**config.mk**
```make
export PLATFORM = sky130hd
export DESIGN_NAME = trigger_qualifier
export DESIGN_NICKNAME = d
export VERILOG_FILES = /design/src/rtl/trigger_qualifier.sv
export SDC_FILE = /design/constraint.sdc
export NUM_CORES = 1
export LEC_CHECK = 0
export ABC_AREA = 1
export ABC_CLOCK_PERIOD_IN_PS = 5200
export CAP_MARGIN = 20
export CORE_UTILIZATION = 44
export CTS_BUF_LIST = sky130_fd_sc_hd__clkbuf_8
export CTS_CLUSTER_SIZE = 28
export DETAILED_ROUTE_END_ITERATION = 7
export GPL_TIMING_DRIVEN = 0
export MAX_ROUTING_LAYER = met4
export PLACE_DENSITY = 0.59
export SYNTH_ARGS = -nofsm -noshare
export SYNTH_HDL_FRONTEND = slang
export SYNTH_SLANG_ARGS = --single-unit
```
**constraint.sdc**
```tcl
create_clock -name clk -period 5.2 [get_ports clk]
set_input_delay 1.3 -clock clk [delete_from_list [all_inputs] [get_ports clk]]
set_output_delay 1.3 -clock clk [all_outputs]
set_load 0.02 [all_outputs]
```
**src/rtl/trigger_qualifier.sv**
```systemverilog
// trigger_qualifier: debounced, edge-counting trigger with fire/holdoff handshake and sticky timeout fault
module trigger_qualifier #(
  parameter int unsigned DEBOUNCE_CYCLES = 16,
  parameter int unsigned EDGE_COUNT = 1,
  parameter int unsigned HOLDOFF_CYCLES = 1024,
  parameter logic [31:0] TIMEOUT_CYCLES = 32'd204_000_000
) (
  input  logic        clk,
  input  logic        rst_n,
  input  logic        trig_in,
  input  logic        arm,
  input  logic        edge_sel,
  input  logic        glitch_done,
  output logic        trigger,
  output logic        armed_indicator,
  output logic        fault_indicator,
  output logic [15:0] edge_count
);
  typedef enum logic [1:0] {IDLE, ARMED, FIRE, HOLDOFF} state_t;
  localparam logic [15:0] DB_LAST = 16'(DEBOUNCE_CYCLES - 1);
  localparam logic [15:0] EC_T = 16'(EDGE_COUNT);
  localparam logic [32:0] HO_T = {1'b0, 32'(HOLDOFF_CYCLES)};
  state_t state;
  logic [1:0] rst_sync, sync;
  logic rst_i, filt, filt_d, pol, qual, ho_done;
  logic [15:0] db_cnt, cnt_inc;
  logic [31:0] tcnt, hcnt, tcnt_inc;
  // reset asserts immediately but releases two clk edges after rst_n rises
  always_ff @(posedge clk or negedge rst_n)
    if (!rst_n) rst_sync <= '0;
    else rst_sync <= {rst_sync[0], 1'b1};
  assign rst_i = rst_sync[1];
  always_comb begin
    qual = pol ? filt_d & ~filt : filt & ~filt_d;
    cnt_inc = &edge_count ? edge_count : edge_count + 16'd1;
    tcnt_inc = tcnt + 32'd1;
    ho_done = {1'b0, hcnt} + 33'd1 >= HO_T;
  end
  always_ff @(posedge clk or negedge rst_i)
    if (!rst_i) begin
      sync <= '0;
      filt <= 1'b0;
      filt_d <= 1'b0;
      db_cnt <= '0;
    end else begin
      sync <= {sync[0], trig_in};
      filt_d <= filt;
      db_cnt <= (sync[1] == filt || db_cnt == DB_LAST) ? '0 : db_cnt + 16'd1;
      if (sync[1] != filt && db_cnt == DB_LAST) filt <= sync[1];
    end
  always_ff @(posedge clk or negedge rst_i)
    if (!rst_i) begin
      state <= IDLE;
      trigger <= 1'b0;
      armed_indicator <= 1'b0;
      fault_indicator <= 1'b0;
      edge_count <= '0;
      pol <= 1'b0;
      tcnt <= '0;
      hcnt <= '0;
    end else begin
      case (state)
        IDLE: begin
          pol <= edge_sel;
          if (arm) begin
            state <= ARMED;
            armed_indicator <= 1'b1;
            fault_indicator <= 1'b0;
          end
        end
        ARMED:
          if (!arm) begin
            state <= IDLE;
            armed_indicator <= 1'b0;
            edge_count <= '0;
          end else if (qual) begin
            edge_count <= cnt_inc;
            if (cnt_inc == EC_T) begin
              state <= FIRE;
              trigger <= 1'b1;
              armed_indicator <= 1'b0;
              tcnt <= '0;
            end
          end
        FIRE:
          if (glitch_done || tcnt_inc == TIMEOUT_CYCLES) begin
            state <= HOLDOFF;
            trigger <= 1'b0;
            hcnt <= '0;
            fault_indicator <= fault_indicator | ~glitch_done;
          end else tcnt <= tcnt_inc;
        HOLDOFF:
          if (!glitch_done && ho_done) begin
            state <= IDLE;
            edge_count <= '0;
          end else if (!ho_done) hcnt <= hcnt + 32'd1;
        default: state <= IDLE;
      endcase
    end
endmodule

```
[Word-level counts from Yosys, hierarchy flattened]
Index checks and enable logic that the tools add are counted.
Cells by class
  add/sub/neg operators: 5
  equal/unequal tests: 19
  bitwise logic cells: 6
  reduce and logical (&&, ||, !) cells: 19
  mux-type cells: 36
  order comparisons: 1
Operators by type and width (count)
  32-bit 2-to-1 mux: 7
  32-bit one-hot mux with 2 select lines: 2
  16-bit 2-to-1 mux: 5
  32-bit by 1-bit adder with 32-bit output (second input constant): 2
  32-bit by 1-bit adder with 33-bit output (second input constant): 1
  33-bit by 11-bit greater-or-equal comparator with 1-bit output (second input constant): 1
  16-bit by 1-bit adder with 16-bit output (second input constant): 2
  32-bit by 28-bit == test with 1-bit output (second input constant): 1
  16-bit one-hot mux with 2 select lines: 1
  2-bit != test (second input constant): 9
  16-bit by 1-bit == test with 1-bit output (second input constant): 1
  16-bit by 4-bit == test with 1-bit output (second input constant): 1
  16-bit AND reduction: 1
  5-bit AND reduction: 3
  2-bit 2-to-1 mux: 6
  1-bit 2-to-1 mux: 11
  2-bit nonzero test: 5
  2-bit one-hot mux with 4 select lines: 1
  4-bit AND reduction: 2
  3-bit != test (second input constant): 2
  1-bit one-hot mux with 2 select lines: 3
  3-bit AND reduction: 2
  2-bit == test (second input constant): 2
  1-bit inverter: 3
  other kinds (9): 12
Word-level totals
  flip-flop bits (word level): 108
  output and inout port bits: 19
  input bits: 6

[Depth between registers and ports, before layout]
  depth in word-level cells: 7
  gate-level depth with buffers: 19
  mapped depth without buffers: 18

[Least setup slack after synthesis]
OpenSTA, ideal clock, no wires.
  path kind: register to register
  start: register edge_count[1]
  end: register tcnt[18]
  arrival time: 2.238 ns
  data required time: 5.082 ns
  cell stages (with the launch flop): 17
  buffers on the path: 1
  slack: 2.844 ns
  library setup time: 0.118 ns
  clock period less this slack: 2.356 ns
  path through: dfrtp_1 ha_1 nand2_1 nor2_2 nand2_1 nor2_4 xor2_1 nand3b_1 nor2_1 nand3_1 nor2_1 nand2_1 nand2_2 inv_2 buf_6 nand2_1 nand2_1
On the way
  cells in the longest elaborated chain, start to end: 5
  elaborated cells on any way between the ends: 6
RTL lines
  start, declared: line 17  | output logic [15:0] edge_count
  start signal, assigned: line 77  | edge_count <= cnt_inc;
  16-bit by 1-bit adder with 16-bit output or 16-bit AND reduction (tied branches): line 35  | cnt_inc = &edge_count ? edge_count : edge_count + 16'd1;
  16-bit 2-to-1 mux (*): line 35
  16-bit by 1-bit == test with 1-bit output (*): line 78  | if (cnt_inc == EC_T) begin
  2-bit != test (no line) (*)
  5-bit AND reduction (no line) (*)
  end signal, assigned: line 91  | end else tcnt <= tcnt_inc;
  end, declared: line 27  | logic [31:0] tcnt, hcnt, tcnt_inc;
Mark *: on every way between the ends. The rest lies on a longest branch, timed or not.
A chain may end at the register's enable or synchronous reset.

[Worst setup path after layout]
  start: register hcnt[0]
  end: register hcnt[26]
On the way
  cells in the longest elaborated chain, start to end: 5
  elaborated cells on any way between the ends: 10
RTL lines
  start, declared: line 27
  start signal, assigned: line 96  | end else if (!ho_done) hcnt <= hcnt + 32'd1;
  32-bit by 1-bit adder with 33-bit output: line 37  | ho_done = {1'b0, hcnt} + 33'd1 >= HO_T;
  33-bit by 11-bit greater-or-equal comparator with 1-bit output: line 37
  1-bit logical AND: line 93  | if (!glitch_done && ho_done) begin
  2-bit != test (no line)
  4-bit AND reduction (no line)
Several ways; a longest one is shown, not always the timed one. The select of a mux whose other input is x is not followed.

==> summary.md <==
| Metric | Value |
|---|---|
| # Post-CTS Setup Buffers | 0 |
| Largest area contributor in the netlist | dfrtp_1 |
| Critical path class | reg -> reg |
| Worst path arrival time | roughly 3.1 ns |
| Critical-path maximum fanout | 10 |
| Synth warn | 0 |
| DRT Pass-1 Iters | 5 |
| FF-to-FF Start | hcnt[0]$_DFFE_PN0P_ |
| Final WL | 18.1 mm |
| CP peak stage delay | 0.46 ns |
| Post-synth EDFFs | 0 |
| Pin count of the biggest net entering global routing | 67 |
| Worst Setup End Kind | flop |
| Share of Yosys cell area claimed by the top area cell type | 38.0% |
| Setup TNS | 0 ns |
| Crit-path most repeated cell | nand2_1 |
| Initial core utilization | 45.0% |
| Die H | between 100 and 150 µm |
| CTS Buf Count | 9 |
| Synth Cell Area | approximately 0.007 mm² |
| Avg WL per Cell | 13.2 µm |
| Startpoint types | flop |
| First-pass GRT wire length | 30.2 mm |
| H-tree depth | 3 |
| Filler instances | ~1700 |
| Non-filler cells, final | ~1400 |
| Max Cap Violations | 0 |
| Post-route cell area | 0.00786 mm² |
| Top Ports | 25 |
| Total Routing Usage GR | 23.9% |
| Layout area overhead | 10.4% |
| Synth cell types | 31 |
| Initial antenna violation count | 0 |
| CTS Buffer Depth | 2 |
| Syn avg cell area | 6.40 µm² |
| Pins Over Slew Limit | 0 |
| Vias post-DR | 6679 |
| Avg Vias per Cell | 4.88 |
| Final net count | 1158 |
| Largest cells by area after synthesis | dfrtp_1 38%, nand2_1 22%, nor2_1 11% |
| Cts hold-fix bufs | 0 |
| Most instantiated cells after synthesis | 417 x nand2_1, 210 x nor2_1, 108 x dfrtp_1 |
| DP HPWL | ~14 mm |
| Setup violators final | 0 |
| Minimum clock period | 2.84 ns |
| Worst Path Required | 5.49 ns |
| # DRC | 0 |
| Iter 0 DRT Violations | 425 |
| Vias in the first global route | 6175 |
| Clock Root Buffer | clkbuf_8 |
| Die W | 129 µm |
| Overflow after GRT | 0 |
| Share of layout cells above drive strength 1 | around 4.9% |
| CP max-delay cell | dfrtp_1 |
| Outcome | completed |
| Power Dens Cells | 273 mW/mm² |
| Floorplan core area | ~0.016 mm² |
| Max Fclk | about 0.35 GHz |
| Register bit total from synthesis | 108 |
| Post-route ant nets | 0 |
| Worst skew pair latency | 0.39 ns |
| Seq/Total Area, Yosys | 38.0% |
| Core Rows | 46 |
| N_diodes | 0 |
| Pleak | between 0.003 and 0.004 µW |
| Ys flop type | dfrtp_1 |
| Min-delay worst type | reg -> reg |
| Worst Hold Launch | sync[0]$_DFF_PN0_ |
| GPL Wtd Cong | 0.935 |
| Port Buffer Count | 24 |
| Clk slew on worst S/H paths | 0.11 ns |
| Cells after synthesis | ~1100 |
| Final period utilization | between 50 and 60% |
| Peak supply drop | ~0.16 mV |
| DP Area | between 0.007 and 0.008 mm² |
| Rel. slew slack | between 40% and 50% |
| TritonCTS clock tree | built |
| Hold Fails Final Rpt | 0 |
| CP cell instances | ha_1, inv_2, nor2_1, nand2_1, nor2_2, nand2_1, nand2_1, nand3_1, nor2_1, nand2_1, nor2_1, nand2_1, nor2_1, nand2_1, nand2_2, buf_4, nor2_1 |
| Synth async-reset ratio | 100% |
| Top-count cell post-synth | nand2_1 |
| RSZ-0062 raised after global routing | no |
| Syn nets | between 1000 and 1500 |
| Cell total after placement | 1353 |
| CTS sink count | ~110 |
| Resized cells post-CTS | 0 |
| Die area | 0.0167 mm² |
| Crit. Startpoint | hcnt[0]$_DFFE_PN0P_ |
| Tightest Pin Transition | 0.888 ns |
| Skew final | 0.0121 ns |
-- layer usage --
metal | up-vias | wire length, µm | GRT usage [%]
li1 | 3521 | - | -
met1 | 3011 | 8930 | 32.0
met2 | 123 | 8210 | 37.4
met3 | 24 | 615 | 3.43
met4 | 0 | 337 | 6.99
met5 | - | 0 | -
-- metrics by stage --
stage               total power [µW]  worst slack (ns)  hold WS, ns  utilization [%]
floorplan                       1390              1.97        0.331                -
global placement                1590             0.531        0.333             48.2
detailed placement              1600              2.01        0.339             48.3
CTS                             2170              2.35        0.366             49.6
global route                    2280              1.94        0.378             49.6
finish                          2140              2.36        0.362             49.6
-- worst max-delay path: cells and delay by family (launching register included) --
family | cells | cell delay, ns
adders and majority gates | 1 | 0.35
buffers and inverters | 2 | 0.30
DFF | 1 | 0.46
and+or+nand+nor | 14 | 1.62
-- path summary, 6_finish.rpt --
check	end	slack, ns	cells past startpoint
setup / recovery	hcnt[26]$_DFFE_PN0P_	2.36	17
hold / removal	sync[1]$_DFF_PN0_	0.36	0
setup reg to reg	hcnt[26]$_DFFE_PN0P_	2.36	17
hold reg to reg	sync[1]$_DFF_PN0_	0.36	0
max in group asynchronous	rst_sync[1]$_DFF_PN0_	4.01	1
min in group asynchronous	pol$_DFFE_PN0P_	0.45	0
-- area by class of cell --
type	instances	area [µm²]	area share, %
Clock buffer	10	138	1.75
Timing Repair Buffer	25	260	3.31
Clock inverter	5	66.3	0.844
Buffer	21	135	1.72
Multi-Input combinational cell	873	3870	49.2
Inverter	110	413	5.26
Tap cell	216	270	3.44
Sequential cell	108	2710	34.4
-- power breakdown --
group / switching [µW] / internal, µW
clock network: 325 / 241
logic: 422 / 189
registers: 71.4 / 893
-- cells by family after synthesis --
kind of cell / share of synthesized area [%]
AOI/OAI and AO/OA: 3.80
buffers and inverters: 7.70
and+or+nand+nor: 46.3
adders and majority gates: 0.703
other: 0.0527
DFF: 38.0
xor gates and xnor gates: 3.45
-- cell usage in the layout, fill, tap and decap left out, types with 8 or more instances in the layout --
cell / count
nor3b_1: 11
clkbuf_8: 10
xnor2_1: 9
nand2_1: 417
nand4_1: 11
xor2_1: 19
nor3_1: 12
o21ai_0: 19
dfrtp_1: 107
nand2_2: 10
a21oi_1: 9
inv_1: 107
nor2_1: 210
o21ai_1: 20
nand3_1: 90
nand3b_1: 10
clkdlybuf4s50_1: 24
buf_4: 8
-- sequential cells by signal (all words and copies together) (netlist names), named ones only --
| signal | cells |
|---|---|
| armed_indicator | 1 |
| db_cnt | 16 |
| edge_count | 16 |
| fault_indicator | 1 |
| filt | 1 |
| filt_d | 1 |
| hcnt | 32 |
| pol | 1 |
| rst_sync | 2 |
| state | 1 |
| sync | 2 |
| tcnt | 32 |
| trigger | 1 |
Note: power is estimated with default switching activity, not from simulation.
